==> src/rtl/fresh_pkg.sv <==
// Shared defaults and types for the fresh-ingredient query sequencer.
// The result record is {addr, fresh, last}.
package fresh_pkg;

    localparam int unsigned ADDR_W_DEF     = 17;
    localparam int unsigned RD_LAT_DEF     = 3;
    localparam int unsigned FIFO_DEPTH_DEF = 4;

    typedef enum logic [1:0] {
        ST_IDLE  = 2'd0,
        ST_RUN   = 2'd1,
        ST_DRAIN = 2'd2
    } seq_state_t;

    function automatic int unsigned result_w(input int unsigned addr_w);
        return addr_w + 2;
    endfunction

endpackage

==> src/rtl/fresh_result_fifo.sv <==
// First-word-fall-through result FIFO; head and not_empty come straight from storage.
// Exposes its occupancy so the sequencer can run its credit check.
module fresh_result_fifo #(
    parameter int unsigned WIDTH = 19,
    parameter int unsigned DEPTH = 4
) (
    input  logic                   clk,
    input  logic                   rst,
    input  logic                   push,
    input  logic [WIDTH-1:0]       push_data,
    input  logic                   pop,
    output logic [WIDTH-1:0]       head,
    output logic                   not_empty,
    output logic [$clog2(DEPTH):0] count
);

    localparam int unsigned      PTR_W    = $clog2(DEPTH);
    localparam logic [PTR_W-1:0] PTR_ONE  = PTR_W'(1);
    localparam logic [PTR_W:0]   CNT_ONE  = (PTR_W + 1)'(1);
    localparam logic [PTR_W:0]   CNT_FULL = (PTR_W + 1)'(DEPTH);

    logic [WIDTH-1:0] mem [DEPTH];
    logic [PTR_W-1:0] wr_ptr;
    logic [PTR_W-1:0] rd_ptr;
    logic             do_push;
    logic             do_pop;

    assign not_empty = (count != '0);
    assign do_pop    = pop & not_empty;
    // A full FIFO still takes a push when the head leaves in the same cycle.
    assign do_push   = push & ((count != CNT_FULL) | do_pop);
    assign head      = mem[rd_ptr];

    always_ff @(posedge clk) begin
        if (rst) begin
            wr_ptr <= '0;
            rd_ptr <= '0;
            count  <= '0;
        end else begin
            if (do_push) begin
                wr_ptr <= wr_ptr + PTR_ONE;
            end
            if (do_pop) begin
                rd_ptr <= rd_ptr + PTR_ONE;
            end
            case ({do_push, do_pop})
                2'b10:   count <= count + CNT_ONE;
                2'b01:   count <= count - CNT_ONE;
                default: count <= count;
            endcase
        end
    end

    always_ff @(posedge clk) begin
        if (do_push) begin
            mem[wr_ptr] <= push_data;
        end
    end

endmodule

==> src/rtl/fresh_query_sequencer.sv <==
// Issues ingredient-ID lookups to the fresh datapath, realigns out_fresh with each ID
// and queues {addr, fresh, last} results while counting fresh IDs per batch.
module fresh_query_sequencer
    import fresh_pkg::*;
#(
    parameter int unsigned ADDR_W     = ADDR_W_DEF,
    parameter int unsigned RD_LAT     = RD_LAT_DEF,
    parameter int unsigned FIFO_DEPTH = FIFO_DEPTH_DEF,
    parameter int unsigned CNT_W      = ADDR_W + 1
) (
    input  logic              clk,
    input  logic              rst,
    input  logic              id_valid,
    output logic              id_ready,
    input  logic [ADDR_W-1:0] id_addr,
    input  logic              id_last,
    output logic [ADDR_W-1:0] check_addr,
    input  logic              check_ready,
    input  logic              out_fresh,
    output logic              res_valid,
    input  logic              res_ready,
    output logic [ADDR_W-1:0] res_addr,
    output logic              res_fresh,
    output logic              res_last,
    output logic [CNT_W-1:0]  fresh_count,
    output logic              count_valid,
    output logic              busy
);

    localparam int unsigned REC_W = result_w(ADDR_W);
    localparam int unsigned CW    = $clog2(FIFO_DEPTH) + 1;

    seq_state_t        state;
    seq_state_t        state_nx;
    logic              hs;
    logic              push;
    logic              push_last;
    logic              pop;
    logic [RD_LAT-1:0] pipe_v;
    logic [RD_LAT-1:0] pipe_last;
    logic [ADDR_W-1:0] pipe_addr [RD_LAT];
    logic [REC_W-1:0]  push_data;
    logic [REC_W-1:0]  head;
    logic [CW-1:0]     fifo_count;
    int unsigned       credit;

    assign hs        = id_valid & id_ready;
    assign push      = pipe_v[RD_LAT-1];
    assign push_last = pipe_last[RD_LAT-1];
    assign push_data = {pipe_addr[RD_LAT-1], out_fresh, push_last};
    assign pop       = res_valid & res_ready;
    assign {res_addr, res_fresh, res_last} = head;

    // Every accepted-but-unconsumed ID holds a FIFO slot; a pop this cycle frees
    // its slot at once so the pipe can stay full at one ID per cycle.
    always_comb begin
        credit = 32'(fifo_count) - 32'(pop);
        for (int unsigned i = 0; i < RD_LAT; i++) begin
            credit = credit + 32'(pipe_v[i]);
        end
    end

    assign id_ready = ~rst & check_ready & (state != ST_DRAIN) & (credit < FIFO_DEPTH);
    assign busy     = (state != ST_IDLE) | res_valid;

    always_ff @(posedge clk) begin
        if (rst) begin
            pipe_v     <= '0;
            check_addr <= '0;
        end else begin
            pipe_v[0] <= hs;
            for (int unsigned i = 1; i < RD_LAT; i++) begin
                pipe_v[i] <= pipe_v[i-1];
            end
            if (hs) begin
                check_addr <= id_addr;
            end
        end
    end

    always_ff @(posedge clk) begin
        pipe_addr[0] <= id_addr;
        pipe_last[0] <= id_last;
        for (int unsigned i = 1; i < RD_LAT; i++) begin
            pipe_addr[i] <= pipe_addr[i-1];
            pipe_last[i] <= pipe_last[i-1];
        end
    end

    always_ff @(posedge clk) begin
        if (rst) begin
            state <= ST_IDLE;
        end else begin
            state <= state_nx;
        end
    end

    always_comb begin
        state_nx = state;
        case (state)
            ST_IDLE: begin
                if (hs) begin
                    state_nx = id_last ? ST_DRAIN : ST_RUN;
                end
            end
            ST_RUN: begin
                if (hs && id_last) begin
                    state_nx = ST_DRAIN;
                end
            end
            ST_DRAIN: begin
                if (push && push_last) begin
                    state_nx = ST_IDLE;
                end
            end
            default: state_nx = ST_IDLE;
        endcase
    end

    // No push can be pending while IDLE, so the batch clear never races an increment.
    always_ff @(posedge clk) begin
        if (rst) begin
            fresh_count <= '0;
            count_valid <= 1'b0;
        end else if (hs && (state == ST_IDLE)) begin
            fresh_count <= '0;
            count_valid <= 1'b0;
        end else begin
            if (push && out_fresh && (fresh_count != '1)) begin
                fresh_count <= fresh_count + CNT_W'(1);
            end
            if (push && push_last) begin
                count_valid <= 1'b1;
            end
        end
    end

    fresh_result_fifo #(
        .WIDTH (REC_W),
        .DEPTH (FIFO_DEPTH)
    ) u_result_fifo (
        .clk       (clk),
        .rst       (rst),
        .push      (push),
        .push_data (push_data),
        .pop       (pop),
        .head      (head),
        .not_empty (res_valid),
        .count     (fifo_count)
    );

endmodule

==> config.mk <==
export PLATFORM = sky130hd
export DESIGN_NAME = fresh_query_sequencer
export DESIGN_NICKNAME = d
export VERILOG_FILES = /design/src/rtl/fresh_pkg.sv /design/src/rtl/fresh_result_fifo.sv /design/src/rtl/fresh_query_sequencer.sv
export SDC_FILE = /design/constraint.sdc
export NUM_CORES = 1
export LEC_CHECK = 0
export ABC_AREA = 0
export BUFFER_PORTS_ARGS = -buffer_cell sky130_fd_sc_hd__buf_2
export CAP_MARGIN = 40
export CORE_ASPECT_RATIO = 0.6
export CORE_MARGIN = 3
export CORE_UTILIZATION = 30
export DETAILED_ROUTE_END_ITERATION = 12
export GPL_ROUTABILITY_DRIVEN = 1
export SETUP_SLACK_MARGIN = 0.15
export SYNTH_ARGS = -nofsm -noshare
export SYNTH_HDL_FRONTEND = slang
export SYNTH_SLANG_ARGS = --single-unit
==> constraint.sdc <==
create_clock -name clk -period 4.3 [get_ports clk]
set_input_delay 0.645 -clock clk [delete_from_list [all_inputs] [get_ports clk]]
set_output_delay 0.645 -clock clk [all_outputs]
set_load 0.01 [all_outputs]
### Yosys cells after proc, flatten, opt, wreduce, memory -nomap -nowiden

Memories as Yosys holds them, arrays and structs flattened. A register that Yosys moved wholly into a read port is not among the register bits.
Index checks and enable logic that the tools add are counted.

| storage, ports and cells | value |
|---|---|
| RAM bits | 127 |
| latch bits | 0 |
| memories kept | 2 |
| output and inout bits | 58 |
| logic and storage cells | 62 |
| bits in read-only memories | 0 |
| register bits after elaboration | 51 |
| input port bits | 24 |

| operators by class | value |
|---|---|
| reduce and logical (&&, ||, !) cells | 11 |
| eq/ne operators | 10 |
| $lt $le $gt $ge | 1 |
| bitwise gates (word level) | 10 |
| multipliers | 0 |
| multiplexer cells | 10 |
| add/sub/neg operators | 9 |
| divide/modulo/power cells | 0 |
| shifts and indexed selects | 0 |

Memory list:

| memory | depth | width | rd ports | clocked after Yosys merged registers in | wr ports | line | text |
|---|---|---|---|---|---|---|---|
| u_result_fifo.mem | 4 | 19 | 1 | 1 | 1 | fresh_result_fifo.sv:22 | `logic [WIDTH-1:0] mem [DEPTH];` |
| pipe_addr | 3 | 17 | 3 | 0 | 3 | fresh_query_sequencer.sv:41 | `logic [ADDR_W-1:0] pipe_addr [RD_LAT];` |

Operators by type and width:

| cell | count |
|---|---|
| 32-bit by 3-bit less-than comparator with 1-bit output (second input constant) | 1 |
| 18-bit by 1-bit adder with 18-bit output (second input constant) | 1 |
| 18-bit inequality test (second input constant) | 1 |
| 2-bit two-way mux | 6 |
| 2-bit inequality test (second input constant) | 4 |
| 6-bit by 2-bit adder with 7-bit output | 1 |
| 1-bit AND | 7 |
| 5-bit by 2-bit adder with 6-bit output | 1 |
| 2-bit case mux with 3 select lines | 1 |
| 3-bit case mux with 2 select lines | 1 |
| 4-bit by 2-bit adder with 5-bit output | 1 |
| 1-bit logical AND | 5 |
| 2-bit by 1-bit adder with 2-bit output (second input constant) | 2 |
| 2-bit by 1-bit == test with 1-bit output (second input constant) | 2 |
| 2-bit == test (second input constant) | 2 |
| 2-bit nonzero test | 2 |
| 3-bit by 1-bit subtractor with 4-bit output | 1 |
| 3-bit by 1-bit adder with 3-bit output (second input constant) | 1 |
| 3-bit inequality test (second input constant) | 1 |
| 3-bit AND reduction | 1 |
| 3-bit nonzero test | 1 |
| 3-bit by 1-bit subtractor with 3-bit output (second input constant) | 1 |
| 2-bit logical NOT | 1 |
| 1-bit two-way mux | 2 |
| 3 further kinds | 4 |

### Depth between registers and ports, before layout

| depth | value |
|---|---|
| depth in word-level cells | 12 |
| depth in mapped cells | 13 |
| depth with buffers taken out | 11 |

### Cells and area by module

From an unflattened synthesis, not the netlist that was laid out.

| second synthesis, totals | value |
|---|---|
| cell total of the unflattened synthesis | 398 |
| area, all modules | 6137.1 µm² |

Modules (own cells, without submodules):

| module | area an instance (µm²) | cells an instance | sequential area each (µm²) | instances |
|---|---|---|---|---|
| fresh_result_fifo | 3239.4 | 154 | 2462.4 | 1 |
| fresh_query_sequencer | 2897.8 | 244 | 1901.8 | 1 |

### Worst setup path after synthesis

Ideal clock, no wire load.

| timing path | value |
|---|---|
| path kind | reg2out |
| start | register u_result_fifo.count[2] |
| end | output id_ready |
| arrival time | 2.706 ns |
| data required time | 3.655 ns |
| buffers on the path | 0 |
| slack | 0.949 ns |
| stages on the path, launching flop included | 10 |
| cells stage by stage | dfxtp_1 -> or3_1 -> and2_1 -> ha_1 -> inv_1 -> fa_1 -> ha_1 -> a31o_1 -> a2111o_1 -> a21oi_1 |

| between the ends | value |
|---|---|
| longest elaborated chain between the ends | 8 |

RTL lines:

| item | line | text |
|---|---|---|
| from (decl) | fresh_result_fifo.sv:14 | `output logic [$clog2(DEPTH):0] count` |
| from (signal assigned) | fresh_result_fifo.sv:47 | `2'b10: count <= count + CNT_ONE;` |
| from (signal assigned) | fresh_result_fifo.sv:48 | `2'b01: count <= count - CNT_ONE;` |
| from (signal assigned) | fresh_result_fifo.sv:49 | `default: count <= count;` |
| 3-bit nonzero test | fresh_result_fifo.sv:28 | `assign not_empty = (count != '0);` |
| named net res_valid | fresh_query_sequencer.sv:20 | `output logic res_valid,` |
| 1-bit AND | fresh_query_sequencer.sv:51 | `assign pop = res_valid & res_ready;` |
| 3-bit by 1-bit subtractor with 4-bit output | fresh_query_sequencer.sv:57 | `credit = 32'(fifo_count) - 32'(pop);` |
| 4-bit by 2-bit adder with 5-bit output | fresh_query_sequencer.sv:59 | `credit = credit + 32'(pipe_v[i]);` |
| 5-bit by 2-bit adder with 6-bit output | fresh_query_sequencer.sv:59 |  |
| 6-bit by 2-bit adder with 7-bit output | fresh_query_sequencer.sv:59 |  |
| 32-bit by 3-bit less-than comparator with 1-bit output | fresh_query_sequencer.sv:63 | `assign id_ready = ~rst & check_ready & (state != ST_DRAIN) & (credit < FIFO_DEPTH);` |
| 1-bit AND | fresh_query_sequencer.sv:63 |  |
| to (decl) | fresh_query_sequencer.sv:14 | `output logic id_ready,` |

The timed path passes the listed nets, and every way through them passes these cells.

### Worst setup path after layout

| timing path | value |
|---|---|
| start | register u_result_fifo.count[2] |
| end | output id_ready |

| between the ends | value |
|---|---|
| longest elaborated chain between the ends | 8 |

RTL lines:

| item | line |
|---|---|
| 3-bit nonzero test | fresh_result_fifo.sv:28 |
| 1-bit AND | fresh_query_sequencer.sv:51 |
| 3-bit by 1-bit subtractor with 4-bit output * | fresh_query_sequencer.sv:57 |
| 4-bit by 2-bit adder with 5-bit output * | fresh_query_sequencer.sv:59 |
| 5-bit by 2-bit adder with 6-bit output * | fresh_query_sequencer.sv:59 |
| 6-bit by 2-bit adder with 7-bit output * | fresh_query_sequencer.sv:59 |
| 32-bit by 3-bit less-than comparator with 1-bit output * | fresh_query_sequencer.sv:63 |
| 1-bit AND * | fresh_query_sequencer.sv:63 |

Mark *: on every way between the ends. The rest lies on a longest branch, timed or not.

==> flow_metrics.tcl <==
set metrics [dict create \
    p_sw_w 0.000738 \
    cp_max_fo 7 \
    synth_warnings 0 \
    drtIter0Drc 166 \
    syn-cell-area_mm2 0.00612 \
    seq_area_frac_synth 0.714 \
    regArea_mm2 0.00437 \
    tightest_slew_ns 0.764 \
    final_cell_count_no_fill 768 \
    drive_gt1_frac 0.287 \
    htree_levels 4 \
    syn_nets 430 \
    clock_sinks 180 \
    post-dp-hpwl_um 8360 \
    synth-edff-count 76 \
    grt_max_degree 33 \
    slew_headroom 0.490 \
    cts-buffers-inserted 17 \
    end_kind "output port" \
    final_cell_mix "dfxtp_1, buf_2, edfxtp_1" \
    syn_inst 395 \
    clock_skew_ns 0.00877 \
    rrSetupSlack_ns 0.65 \
    postSynth.asyncResetShare 0 \
    ant_nets 0 \
    ys_ff_latch 180 \
    p_per_area_mw_per_mm2 458 \
    p_comb_frac 0.031 \
    synthToLayoutAreaGrowth_pct 21.5 \
    routed_wl_um 12000 \
    avgSynthCellArea_um2 15.5 \
    p_leak_nw 2.76 \
    avgRoutedWirePerCell_um 15.6 \
    antenna_found_initial 0 \
    multi_input_area_mm2 0.00164 \
    clk_root_buffer_cell "clkbuf_16" \
    die-area_mm2 0.0222 \
    die_x_um 190 \
    cts_tree "built" \
    slew_viol_final 0 \
    period_share 0.923 \
    worstSetupStartpointType "flop" \
    switching_share 0.217 \
    placedCellCount 736 \
    grt_use_total 0.113 \
    cts_buffer_depth 2 \
    hold_path.class "reg2reg" \
    diodes 0 \
    fp-row-count 39 \
    cts_setup_buffers 0 \
    worstPathRequired_ns 3.65 \
    fmax_mhz 252 \
    vias 3316 \
    drv_cap 0 \
    peakVddDrop_mv 0.256 \
    clock_latency_ns 0.42 \
    ios 82 \
    power_frac_clock 0.428 \
    place_congestion 0.836 \
    route.detailed.drc 0 \
    fin_crit_ns 3.97 \
    grt_setup_unrepaired "false" \
    layout_commonest_cell "dfxtp_1" \
    fin_tns_setup_ns 0 \
    firstDrtPassIters 4 \
    final_cell_area_mm2 0.00743 \
    coreArea_mm2 0.0195 \
    status "completed" \
    setup_viol 0 \
    criticalPathCategory "reg2out" \
    grt_pass1_vias 3408 \
    fill_cells 1855 \
    synth_cell_types 46 \
    start_util 0.313 \
    synthFlopType "dfxtp_1" \
    vias_per_cell 4.32 \
    cts.clk_slew.worst_paths_ns 0.07 \
    pwr-share-seq 0.541 \
    placed_cell_area_mm2 0.00687 \
    gr-total-overflow 0 \
    nets 524 \
    hold_viol 0 \
    intPower_w 0.00267 \
    grt_pass1_wl_um 18700 \
    cts_resized 0 \
    io_buffers 81 \
    crit_arrival_ns 3.32 \
    die_h_um 117 \
    cts_hold_buf 0 \
]
-- worst max-delay path: stages (launching register included) --
cell and delay (ns):
dfxtp_1 0.35, or3_1 0.44, and2_1 0.19, ha_1 0.28, inv_1 0.05, fa_1 0.36, ha_1 0.28, a31o_1 0.24
a2111o_1 0.41, a21oi_1 0.17, buf_2 0.15
-- path summary, 6_finish.rpt --
kind                                              from               end  cells past startpoint
worst max-delay path            u_result_fifo.count[2]          id_ready                     10
worst min-delay path                  pipe_addr[0][26]  pipe_addr[0][43]                      0
worst max register to register  u_result_fifo.count[2]   fresh_count[11]                     11
worst min register to register        pipe_addr[0][26]  pipe_addr[0][43]                      0
-- area by class of cell --
cell class	count	area share
clock inverters	11	0.0116
repair buffers	88	0.0667
well taps	266	0.0448
clock buffers	21	0.0635
multi-input cells	193	0.221
flip-flops and latches	180	0.588
inverters	9	0.00455
-- state kept, by name (all words and copies together), names as in the netlist, 2 cells and up, named ones only --
register              cells
check_addr               17
fresh_count              18
pipe_addr                51
pipe_last                 3
pipe_v                    3
state                     2
u_result_fifo.count       3
u_result_fifo.mem        76
u_result_fifo.rd_ptr      2
u_result_fifo.wr_ptr      2
-- Yosys cell counts, drive strengths merged, types with 2 or more instances --
| cell type | instances | area (um^2) |
|---|---|---|
| o21ai | 4 | 20.0 |
| a21oi | 7 | 38.8 |
| xor2 | 12 | 105 |
| clkbuf | 6 | 22.5 |
| nand3 | 5 | 25.0 |
| buf | 7 | 58.8 |
| nor2 | 49 | 186 |
| nor2b | 2 | 12.5 |
| edfxtp | 76 | 2280 |
| and3 | 3 | 18.8 |
| ha | 9 | 113 |
| mux4 | 19 | 428 |
| or3 | 3 | 18.8 |
| o211ai | 4 | 30.0 |
| inv | 9 | 33.8 |
| a211oi | 2 | 15.0 |
| and4 | 3 | 26.3 |
| and2 | 7 | 43.8 |
| nand2b | 2 | 12.5 |
| nor3 | 4 | 20.0 |
| xnor2 | 7 | 61.3 |
| nor4b | 2 | 30.0 |
| fa | 2 | 40.0 |
| dfxtp | 104 | 2080 |
| nand4 | 5 | 31.3 |
| nor4 | 2 | 27.5 |
| mux2i | 19 | 190 |
| nand2 | 9 | 33.8 |
-- layer usage --
| layer | routed length [um] | global-route usage | part of all wire | vias to the layer above |
|---|---|---|---|---|
| li1 | - | - | - | 1622 |
| met2 | 5410 | 0.168 | 0.45 | 58 |
| met4 | 172 | 0.0371 | 0.014 | 0 |
| met1 | 5960 | 0.156 | 0.50 | 1625 |
| met5 | 0 | 0 | 0 | - |
| met3 | 481 | 0.0381 | 0.040 | 11 |
-- metrics by stage --
| step | setup WS (ns) | hold slack, ns | power [W] | utilization |
|---|---|---|---|---|
| 6_report | 0.332 | 0.327 | 0.00341 | 0.381 |
| 5_1_grt | 0.183 | 0.313 | 0.00354 | 0.381 |
| 3_3_place_gp | 0.834 | 0.312 | 0.00198 | 0.348 |
| 2_1_floorplan | 0.949 | 0.310 | 0.00194 | - |
| 3_5_place_dp | 0.673 | 0.312 | 0.00199 | 0.352 |
| 4_1_cts | 0.310 | 0.316 | 0.00346 | 0.381 |
-- power groups by stage --
stage | Sequential (W) | Clock (W) | Combinational [W]
6_report | 0.00184 | 0.00146 | 0.000106
3_5_place_dp | 0.00188 | 0 | 0.000108
4_1_cts | 0.00184 | 0.00150 | 0.000109
5_1_grt | 0.00185 | 0.00157 | 0.000118
2_1_floorplan | 0.00187 | 0 | 0.0000671
3_3_place_gp | 0.00188 | 0 | 0.000104
-- logic make-up after synthesis --
group                    synth area share
AO/OA/AOI/OAI                      0.0274
XOR/XNOR                           0.0272
adder cells (fa/ha/maj)            0.0250
buffers and inverters              0.0188
flip-flops                          0.714
multiplexers                        0.103
AND/OR/NAND/NOR                    0.0851
Note: power is estimated with default switching activity, not from simulation.
